File: src/rtl/herloa_pkg.sv
// Shared definitions for the HERLOA approximate adder pipeline:
// mode encoding, minimum approximate width and a saturating accumulate helper.
package herloa_pkg;

    localparam logic MODE_APPROX      = 1'b0;
    localparam logic MODE_EXACT       = 1'b1;
    localparam int   HERLOA_MIN_INACC = 4;

    // Adds inc to acc and clamps the result at max; callers narrow to counter width.
    function automatic logic [63:0] sat_add(
        input logic [63:0] acc,
        input logic [63:0] inc,
        input logic [63:0] max
    );
        logic [64:0] sum;
        sum = {1'b0, acc} + {1'b0, inc};
        if (sum > {1'b0, max}) begin
            return max;
        end else begin
            return sum[63:0];
        end
    endfunction

endpackage

File: src/rtl/herloa_lower.sv
// Combinational HERLOA lower part: K approximate sum bits plus the carry
// handed to the exact upper adder.
module herloa_lower #(
    parameter int K = 12
) (
    input  logic [K-1:0] i_a,
    input  logic [K-1:0] i_b,
    output logic [K-1:0] o_sum,
    output logic         o_cin
);

    logic w_n1;
    logic w_n2;
    logic w_n3;

    // Top four bits follow the HERLOA rules; everything below them is forced high.
    always_comb begin
        w_n1  = i_a[K-1] ^ i_b[K-1];
        w_n2  = i_a[K-2] & i_b[K-2];
        w_n3  = w_n1 & w_n2;
        o_sum = {K{1'b1}};
        o_sum[K-4] = w_n3 | i_a[K-4] | i_b[K-4];
        o_sum[K-3] = w_n3 | i_a[K-3] | i_b[K-3];
        o_sum[K-2] = (i_a[K-2] | i_b[K-2]) & ~(~w_n1 & w_n2);
        o_sum[K-1] = w_n1 | w_n2;
    end

    assign o_cin = i_a[K-1] & i_b[K-1];

    // Operand bits below K-4 never influence the approximation.
    if (K > 4) begin : g_low_ignored
        logic w_unused;
        assign w_unused = ^{i_a[K-5:0], i_b[K-5:0]};
    end

endmodule

File: src/rtl/herloa_adder_pipe.sv
// Two-stage HERLOA approximate adder with per-beat exact/approximate select and
// valid/ready handshake. Error statistics are built only with HERLOA_ERRSTAT_EN.
module herloa_adder_pipe
    import herloa_pkg::*;
#(
    parameter int WIDTH = 15,
    parameter int INACC = 12,
    parameter int CNT_W = 16
) (
    input  logic             clk,
    input  logic             rst_n,
    input  logic             in_valid,
    output logic             in_ready,
    input  logic [WIDTH-1:0] in_a,
    input  logic [WIDTH-1:0] in_b,
    input  logic             in_exact,
    output logic             out_valid,
    input  logic             out_ready,
    output logic [WIDTH:0]   out_sum,
    input  logic             stat_clr,
    output logic [CNT_W-1:0] err_cnt,
    output logic [CNT_W-1:0] err_mag
);

    localparam int K = INACC;
    localparam int U = WIDTH - INACC;

    if (INACC < HERLOA_MIN_INACC || INACC > WIDTH - 1) begin : g_bad_inacc
        $error("herloa_adder_pipe: INACC=%0d outside [4, WIDTH-1]", INACC);
    end

    logic [K-1:0] w_lo_apx;
    logic         w_cin_apx;
    logic [K:0]   w_lo_ex_full;
    logic [K-1:0] w_lo_sel;
    logic         w_cin_sel;
    logic         w_s1_load;
    logic         w_s2_load;
    logic [U:0]   w_up;
    logic [WIDTH:0] w_sum;

    logic             r_s1v;
    logic [K-1:0]     r_s1_lo;
    logic             r_s1_cin;
    logic [U-1:0]     r_s1_ua;
    logic [U-1:0]     r_s1_ub;
    logic             r_s2v;
    logic [WIDTH:0]   r_out_sum;

    herloa_lower #(.K(K)) u_lower (
        .i_a   (in_a[K-1:0]),
        .i_b   (in_b[K-1:0]),
        .o_sum (w_lo_apx),
        .o_cin (w_cin_apx)
    );

    assign w_lo_ex_full = {1'b0, in_a[K-1:0]} + {1'b0, in_b[K-1:0]};

    // Exact beats take the true lower sum and its carry; the upper add is shared.
    always_comb begin
        if (in_exact == MODE_EXACT) begin
            w_lo_sel  = w_lo_ex_full[K-1:0];
            w_cin_sel = w_lo_ex_full[K];
        end else begin
            w_lo_sel  = w_lo_apx;
            w_cin_sel = w_cin_apx;
        end
    end

    assign w_s2_load = ~r_s2v | out_ready;
    assign w_s1_load = ~r_s1v | w_s2_load;
    assign in_ready  = w_s1_load;
    assign out_valid = r_s2v;
    assign out_sum   = r_out_sum;

    assign w_up  = {1'b0, r_s1_ua} + {1'b0, r_s1_ub} + {{U{1'b0}}, r_s1_cin};
    assign w_sum = {w_up, r_s1_lo};

`ifdef HERLOA_ERRSTAT_EN
    localparam logic [63:0] CNT_MAX = (64'd1 << CNT_W) - 64'd1;

    logic             r_s1_mode;
    logic [K-1:0]     r_s1_lo_ex;
    logic             r_s1_cin_ex;
    logic             r_s2_mode;
    logic [WIDTH:0]   r_s2_diff;
    logic [CNT_W-1:0] r_err_cnt;
    logic [CNT_W-1:0] r_err_mag;
    logic [U:0]       w_up_ex;
    logic [WIDTH:0]   w_sum_ex;
    logic [WIDTH:0]   w_diff;
    logic [CNT_W-1:0] w_cnt_next;
    logic [CNT_W-1:0] w_mag_next;
    logic             w_count;

    assign w_up_ex  = {1'b0, r_s1_ua} + {1'b0, r_s1_ub} + {{U{1'b0}}, r_s1_cin_ex};
    assign w_sum_ex = {w_up_ex, r_s1_lo_ex};

    // Absolute distance between the delivered result and the true sum.
    always_comb begin
        if (w_sum >= w_sum_ex) begin
            w_diff = w_sum - w_sum_ex;
        end else begin
            w_diff = w_sum_ex - w_sum;
        end
        w_cnt_next = CNT_W'(sat_add(64'(r_err_cnt), 64'd1, CNT_MAX));
        w_mag_next = CNT_W'(sat_add(64'(r_err_mag), 64'(r_s2_diff), CNT_MAX));
    end

    assign w_count = r_s2v & out_ready & (r_s2_mode == MODE_APPROX) & (r_s2_diff != {(WIDTH+1){1'b0}});

    // Stage-1 side data needed only to reconstruct the exact sum.
    always_ff @(posedge clk or negedge rst_n) begin
        if (!rst_n) begin
            r_s1_mode   <= MODE_APPROX;
            r_s1_lo_ex  <= {K{1'b0}};
            r_s1_cin_ex <= 1'b0;
        end else if (w_s1_load && in_valid) begin
            r_s1_mode   <= in_exact;
            r_s1_lo_ex  <= w_lo_ex_full[K-1:0];
            r_s1_cin_ex <= w_lo_ex_full[K];
        end
    end

    // Stage-2 side data travelling with each result.
    always_ff @(posedge clk or negedge rst_n) begin
        if (!rst_n) begin
            r_s2_mode <= MODE_APPROX;
            r_s2_diff <= {(WIDTH+1){1'b0}};
        end else if (w_s2_load && r_s1v) begin
            r_s2_mode <= r_s1_mode;
            r_s2_diff <= w_diff;
        end
    end

    // Statistics counters; a clear wins over a same-cycle delivery.
    always_ff @(posedge clk or negedge rst_n) begin
        if (!rst_n) begin
            r_err_cnt <= {CNT_W{1'b0}};
            r_err_mag <= {CNT_W{1'b0}};
        end else if (stat_clr) begin
            r_err_cnt <= {CNT_W{1'b0}};
            r_err_mag <= {CNT_W{1'b0}};
        end else if (w_count) begin
            r_err_cnt <= w_cnt_next;
            r_err_mag <= w_mag_next;
        end
    end

    assign err_cnt = r_err_cnt;
    assign err_mag = r_err_mag;
`else
    logic w_unused;
    assign w_unused = stat_clr;
    assign err_cnt  = {CNT_W{1'b0}};
    assign err_mag  = {CNT_W{1'b0}};
`endif

    // Stage 1: lower result bits, carry and upper operands.
    always_ff @(posedge clk or negedge rst_n) begin
        if (!rst_n) begin
            r_s1v    <= 1'b0;
            r_s1_lo  <= {K{1'b0}};
            r_s1_cin <= 1'b0;
            r_s1_ua  <= {U{1'b0}};
            r_s1_ub  <= {U{1'b0}};
        end else if (w_s1_load) begin
            r_s1v <= in_valid;
            if (in_valid) begin
                r_s1_lo  <= w_lo_sel;
                r_s1_cin <= w_cin_sel;
                r_s1_ua  <= in_a[WIDTH-1:K];
                r_s1_ub  <= in_b[WIDTH-1:K];
            end
        end
    end

    // Stage 2: upper add and the registered result, held while stalled.
    always_ff @(posedge clk or negedge rst_n) begin
        if (!rst_n) begin
            r_s2v     <= 1'b0;
            r_out_sum <= {(WIDTH+1){1'b0}};
        end else if (w_s2_load) begin
            r_s2v <= r_s1v;
            if (r_s1v) begin
                r_out_sum <= w_sum;
            end
        end
    end

endmodule

File: config.mk
export PLATFORM = sky130hd
export DESIGN_NAME = herloa_adder_pipe
export DESIGN_NICKNAME = d
export VERILOG_FILES = /design/src/rtl/herloa_pkg.sv /design/src/rtl/herloa_lower.sv /design/src/rtl/herloa_adder_pipe.sv
export SDC_FILE = /design/constraint.sdc
export NUM_CORES = 1
export LEC_CHECK = 0
export BUFFER_PORTS_ARGS = -buffer_cell sky130_fd_sc_hd__buf_2
export CORE_ASPECT_RATIO = 1.25
export CORE_MARGIN = 3
export CORE_UTILIZATION = 54
export CTS_CLUSTER_DIAMETER = 200
export CTS_CLUSTER_SIZE = 25
export DETAILED_ROUTE_END_ITERATION = 6
export GPL_ROUTABILITY_DRIVEN = 0
export GPL_TIMING_DRIVEN = 0
export PLACE_DENSITY = 0.84
export SYNTH_ARGS = -nofsm -noshare
export SYNTH_HDL_FRONTEND = slang
export SYNTH_HIERARCHICAL = 1
export SYNTH_SLANG_ARGS = --single-unit
File: constraint.sdc
create_clock -name clk -period 3.7 [get_ports clk]
set_input_delay 0.555 -clock clk [delete_from_list [all_inputs] [get_ports clk]]
set_output_delay 0.555 -clock clk [all_outputs]
set_load 0.03 [all_outputs]
---- Word-level counts from Yosys, hierarchy flattened ----
Cells that the tools add are included.
storage, ports and cells
  register bits ........................... 37
  bits of input ports ..................... 36
  output and inout bits ................... 50
  word-level logic and storage cells ...... 32
cells by class
  add/subtract/negate cells ............... 3
  multiplexer cells ....................... 2
  bitwise gates (word level) .............. 18
  reductions and logical operators ........ 2
operators by type and width
  cell              number
  $add 12x12->13    1
  $mux 12           1
  $or 1x1->1        8
  $and 1x1->1       5
  $add 3x3->4       1
  $add 4x1->4       1
  $not 1->1         4
  $reduce_and 2->1  2
  $mux 1            1
  $xor 1x1->1       1

---- Logic depth before layout (Yosys ltp) ----
  depth in word-level cells ............... 6
  depth in mapped cells ................... 9
  mapped depth without buffers ............ 9

---- Cells and area by module ----
The synthesis kept the hierarchy.
by module, submodules not included
  module             instances  cells each  area an instance (um2)  sequential area each (um2)
  herloa_adder_pipe  1          233         2346.0                  925.9
  herloa_lower       1          17          121.4                   0.0

---- Worst setup path after synthesis ----
No wires, ideal clock.
  path kind ............................... input to register
  start ................................... input port in_a[0]
  end ..................................... register r_s1_lo[10]
  library setup time ...................... 122 ps
  data arrival time ....................... 2002 ps
  setup slack ............................. 1576 ps
  stages on the path ...................... 9
  buffers on the path ..................... 0
  cell sequence ........................... ha_1 > inv_1 > fa_1 > nor2b_1 > o31a_1 > nor3_2 > o31ai_2 > mux2i_1 > nand2_1
between the ends
  cells in the longest elaborated chain, start to end .. 2
RTL lines
  element               RTL line                  source
  start, declared       herloa_adder_pipe.sv:14   input logic [WIDTH-1:0] in_a,
  $add 12x12->13        herloa_adder_pipe.sv:57   assign w_lo_ex_full = {1'b0, in_a[K-1:0]} + {1'b0, in_b[K-1:0]};
  $mux 12               herloa_adder_pipe.sv:61   if (in_exact == MODE_EXACT) begin
  end signal, assigned  herloa_adder_pipe.sv:163  r_s1_lo <= {K{1'b0}};
  end signal, assigned  herloa_adder_pipe.sv:170  r_s1_lo <= w_lo_sel;
  end, declared         herloa_adder_pipe.sv:43   logic [K-1:0] r_s1_lo;
No other way between the ends.
A chain may end at the register's enable or synchronous reset.

---- Final worst setup path ----
  start ................................... input port in_b[0]
  end ..................................... register r_s1_lo[10]
between the ends
  cells in the longest elaborated chain, start to end .. 2
RTL lines
  element          RTL line                 source
  start, declared  herloa_adder_pipe.sv:15  input logic [WIDTH-1:0] in_b,
  $add 12x12->13   herloa_adder_pipe.sv:57
  $mux 12          herloa_adder_pipe.sv:61
No other way between the ends.

==> impl_metrics.json <==
{
  "nets": 401,
  "dpl_cell_area_mm2": 0.00294,
  "p_sw_share_pct": 37.4,
  "setup_tns_ps": 0,
  "synthFlopType": "dfrtp_1",
  "worstPathArrival_ps": 2290,
  "relSlewSlack_pct": 48.4,
  "portBuffers": 52,
  "finalClockSkew_ps": 6.31,
  "max_freq_mhz": 475,
  "layout.cells.most_common_list": "buf_2 (54), buf_4 (40), conb_1 (40)",
  "end_kind": "flop",
  "root_buffer": "clkbuf_8",
  "areaGrowthSynthToFinish_pct": 22.7,
  "drv_cap": 0,
  "finalHoldViolations": 0,
  "leakagePower_nw": 1.58,
  "vdd_drop_max_mv": 0.157,
  "start_kind": "input pin",
  "globalRouteTotalUtil_pct": 18.4,
  "final_common_cell": "buf_2",
  "antennaDiodeCount": 0,
  "grt_pass1_vias": 1901,
  "fillers": 354,
  "rsz0062_at_grt": "false",
  "io_pins": 86,
  "cts_resized": 0,
  "drv_slew": 0,
  "p_int_mw": 0.862,
  "synth.avg_cell_area_um2": 9.87,
  "synthArstFlopShare_pct": 100,
  "cts_tree": "built",
  "core-area_mm2": 0.00423,
  "antenna_found_initial": 0,
  "worst_slew_pin_slew_ps": 775,
  "clock_tree.htree_level_count": 2,
  "num_rows": 26,
  "worstHoldPathType": "input pin to async pin",
  "initial_utilization_pct": 58.3,
  "drt_iter0_drc": 71,
  "viasPerCell": 4.81,
  "power_frac_comb_pct": 40.0,
  "setup_violations": 0,
  "dr.pass1.iters": 4,
  "power.share.sequential_pct": 39.9,
  "grt_start_max_net_pins": 38,
  "required_ps": 3880,
  "drc": 0,
  "path_clk_slew_ps": 70,
  "whs_ps": 341,
  "ctsLongestPathBuffers": 2,
  "ys_seq_elements": 37,
  "fin_crit_sh_pct": 56.9,
  "drt-wirelength-per-cell_um": 11.7,
  "die_w_um": 66.5,
  "outcome": "finished, final reports clean",
  "final_area_mm2": 0.00303,
  "powerDensity_mw_per_mm2": 455,
  "drive_above_1_share_pct": 35.7,
  "numClockSinks": 37,
  "cts_setup_buffers": 0,
  "power_switching_mw": 0.515,
  "seq_area_frac_synth_pct": 37.5,
  "worstSetupPathType": "input pin to flop",
  "synth_edf_count": 0,
  "grt_pass1_wl_mm": 7.67,
  "floorplan.die.height_um": 81.6,
  "gr-total-overflow": 0,
  "synth_area_mm2": 0.00247,
  "cts_made_buffers": 5,
  "hold_buffers": 0,
  "ant_nets": 0,
  "path_max_fanout": 3,
  "drt-total-wl_mm": 4.72,
  "synth_warnings": 6,
  "worstSkewPairLatency_ps": 290,
  "clkPwrFrac_pct": 20.1,
  "ys_types": 42,
  "vias": 1937,
  "dp_hpwl_mm": 3.85,
  "netlist_instances": 250,
  "die_area_mm2": 0.00542,
  "fin_crit_ps": 2110
}
-- logic make-up (layout without fill, tap and decap cells) --
| logic type | Yosys count | count (layout) | synth area share (%) |
|---|---|---|---|
| xor gates and xnor gates | 8 | 8 | 2.84 |
| buffers and inverters | 55 | 114 | 14.6 |
| muxes | 23 | 23 | 10.3 |
| adders and majority gates | 18 | 18 | 10.0 |
| DFF | 37 | 37 | 37.5 |
| other | 2 | 40 | 0.304 |
| and+or+nand+nor | 51 | 51 | 10.4 |
| AOI/OAI and AO/OA | 56 | 56 | 14.0 |
-- synth_stat cells (3+ instances only) --
cell | count | area, µm²
a21o_1 | 3 | 22.5
a21oi_1 | 21 | 105
buf_4 | 40 | 300
dfrtp_1 | 37 | 926
fa_1 | 3 | 60.1
ha_1 | 15 | 188
inv_1 | 10 | 37.5
mux2_2 | 17 | 191
mux2i_1 | 4 | 40.0
nand2_1 | 16 | 60.1
nand2b_1 | 4 | 25.0
nor2_1 | 13 | 48.8
nor3b_1 | 6 | 45.0
o21ai_0 | 7 | 35.0
o21ai_1 | 11 | 55.1
xnor2_1 | 8 | 70.1
-- sequential cells by signal, summed over array words and instances (netlist names) --
signal and flops:
r_s1_ua 3, out_sum 16, r_s1v 1, r_s1_lo 12, r_s1_cin 1, out_valid 1
r_s1_ub 3
-- metal layers --
layer / vias up / wire, µm / GRT usage [%]
met4: 0 / 143 / 9.55
met3: 15 / 345 / 4.38
met1: 865 / 1900 / 19.5
met5: - / 0 / 0
met2: 79 / 2330 / 33.6
li1: 978 / - / -
-- path summary, 6_finish.rpt --
kind | endpoint | slack [ps] | from | depth (start not counted)
setup / recovery | r_s1_lo[10]$_DFFE_PN0P_ | 1590 | in_b[0] | 10
hold / removal | out_sum[2]$_DFFE_PN0P_ | 340 | rst_n | 1
setup reg to reg | out_sum[13]$_DFFE_PN0P_ | 1960 | r_s1_cin$_DFFE_PN0P_ | 5
hold reg to reg | r_s1_lo[1]$_DFFE_PN0P_ | 480 | r_s1_lo[1]$_DFFE_PN0P_ | 2
max in group asynchronous | r_s1_lo[9]$_DFFE_PN0P_ | 2870 | rst_n | 1
min in group clk | r_s1_lo[1]$_DFFE_PN0P_ | 480 | r_s1_lo[1]$_DFFE_PN0P_ | 2
-- critical path, stage by stage --
cell and delay (ps):
buf_2 80, ha_1 160, inv_1 60, fa_1 390, nor2b_1 170, o31a_1 220
nor3_2 60, o31ai_2 310, mux2i_1 220, nand2_1 60
-- cell type report --
type | count | area, µm² | area share (%)
repair buffers | 52 | 260 | 8.60
multi-input cells | 196 | 1330 | 43.8
plain buffers | 45 | 322 | 10.6
well taps | 56 | 70.1 | 2.32
flip-flops and latches | 37 | 926 | 30.6
inverters | 10 | 37.5 | 1.24
clock buffers | 7 | 86.3 | 2.85
-- metrics by stage --
stage	total power, mW	std cells	setup WS, ps	util [%]
after CTS	1.39	403	1620	71.6
after global placement	1.09	396	1350	69.5
after detailed placement	1.11	396	1300	69.5
final	1.38	403	1590	71.6
after floorplan	0.965	288	1580	-
after global routing	1.46	403	1460	71.6
-- power groups by stage --
stage / Sequential, mW / Combinational, mW / Clock, mW
after CTS: 0.550 / 0.554 / 0.287
after global placement: 0.554 / 0.539 / 0
after floorplan: 0.669 / 0.296 / 0
final: 0.549 / 0.551 / 0.277
after detailed placement: 0.558 / 0.552 / 0
after global routing: 0.562 / 0.602 / 0.298
Power figures use the tool's default switching activity.
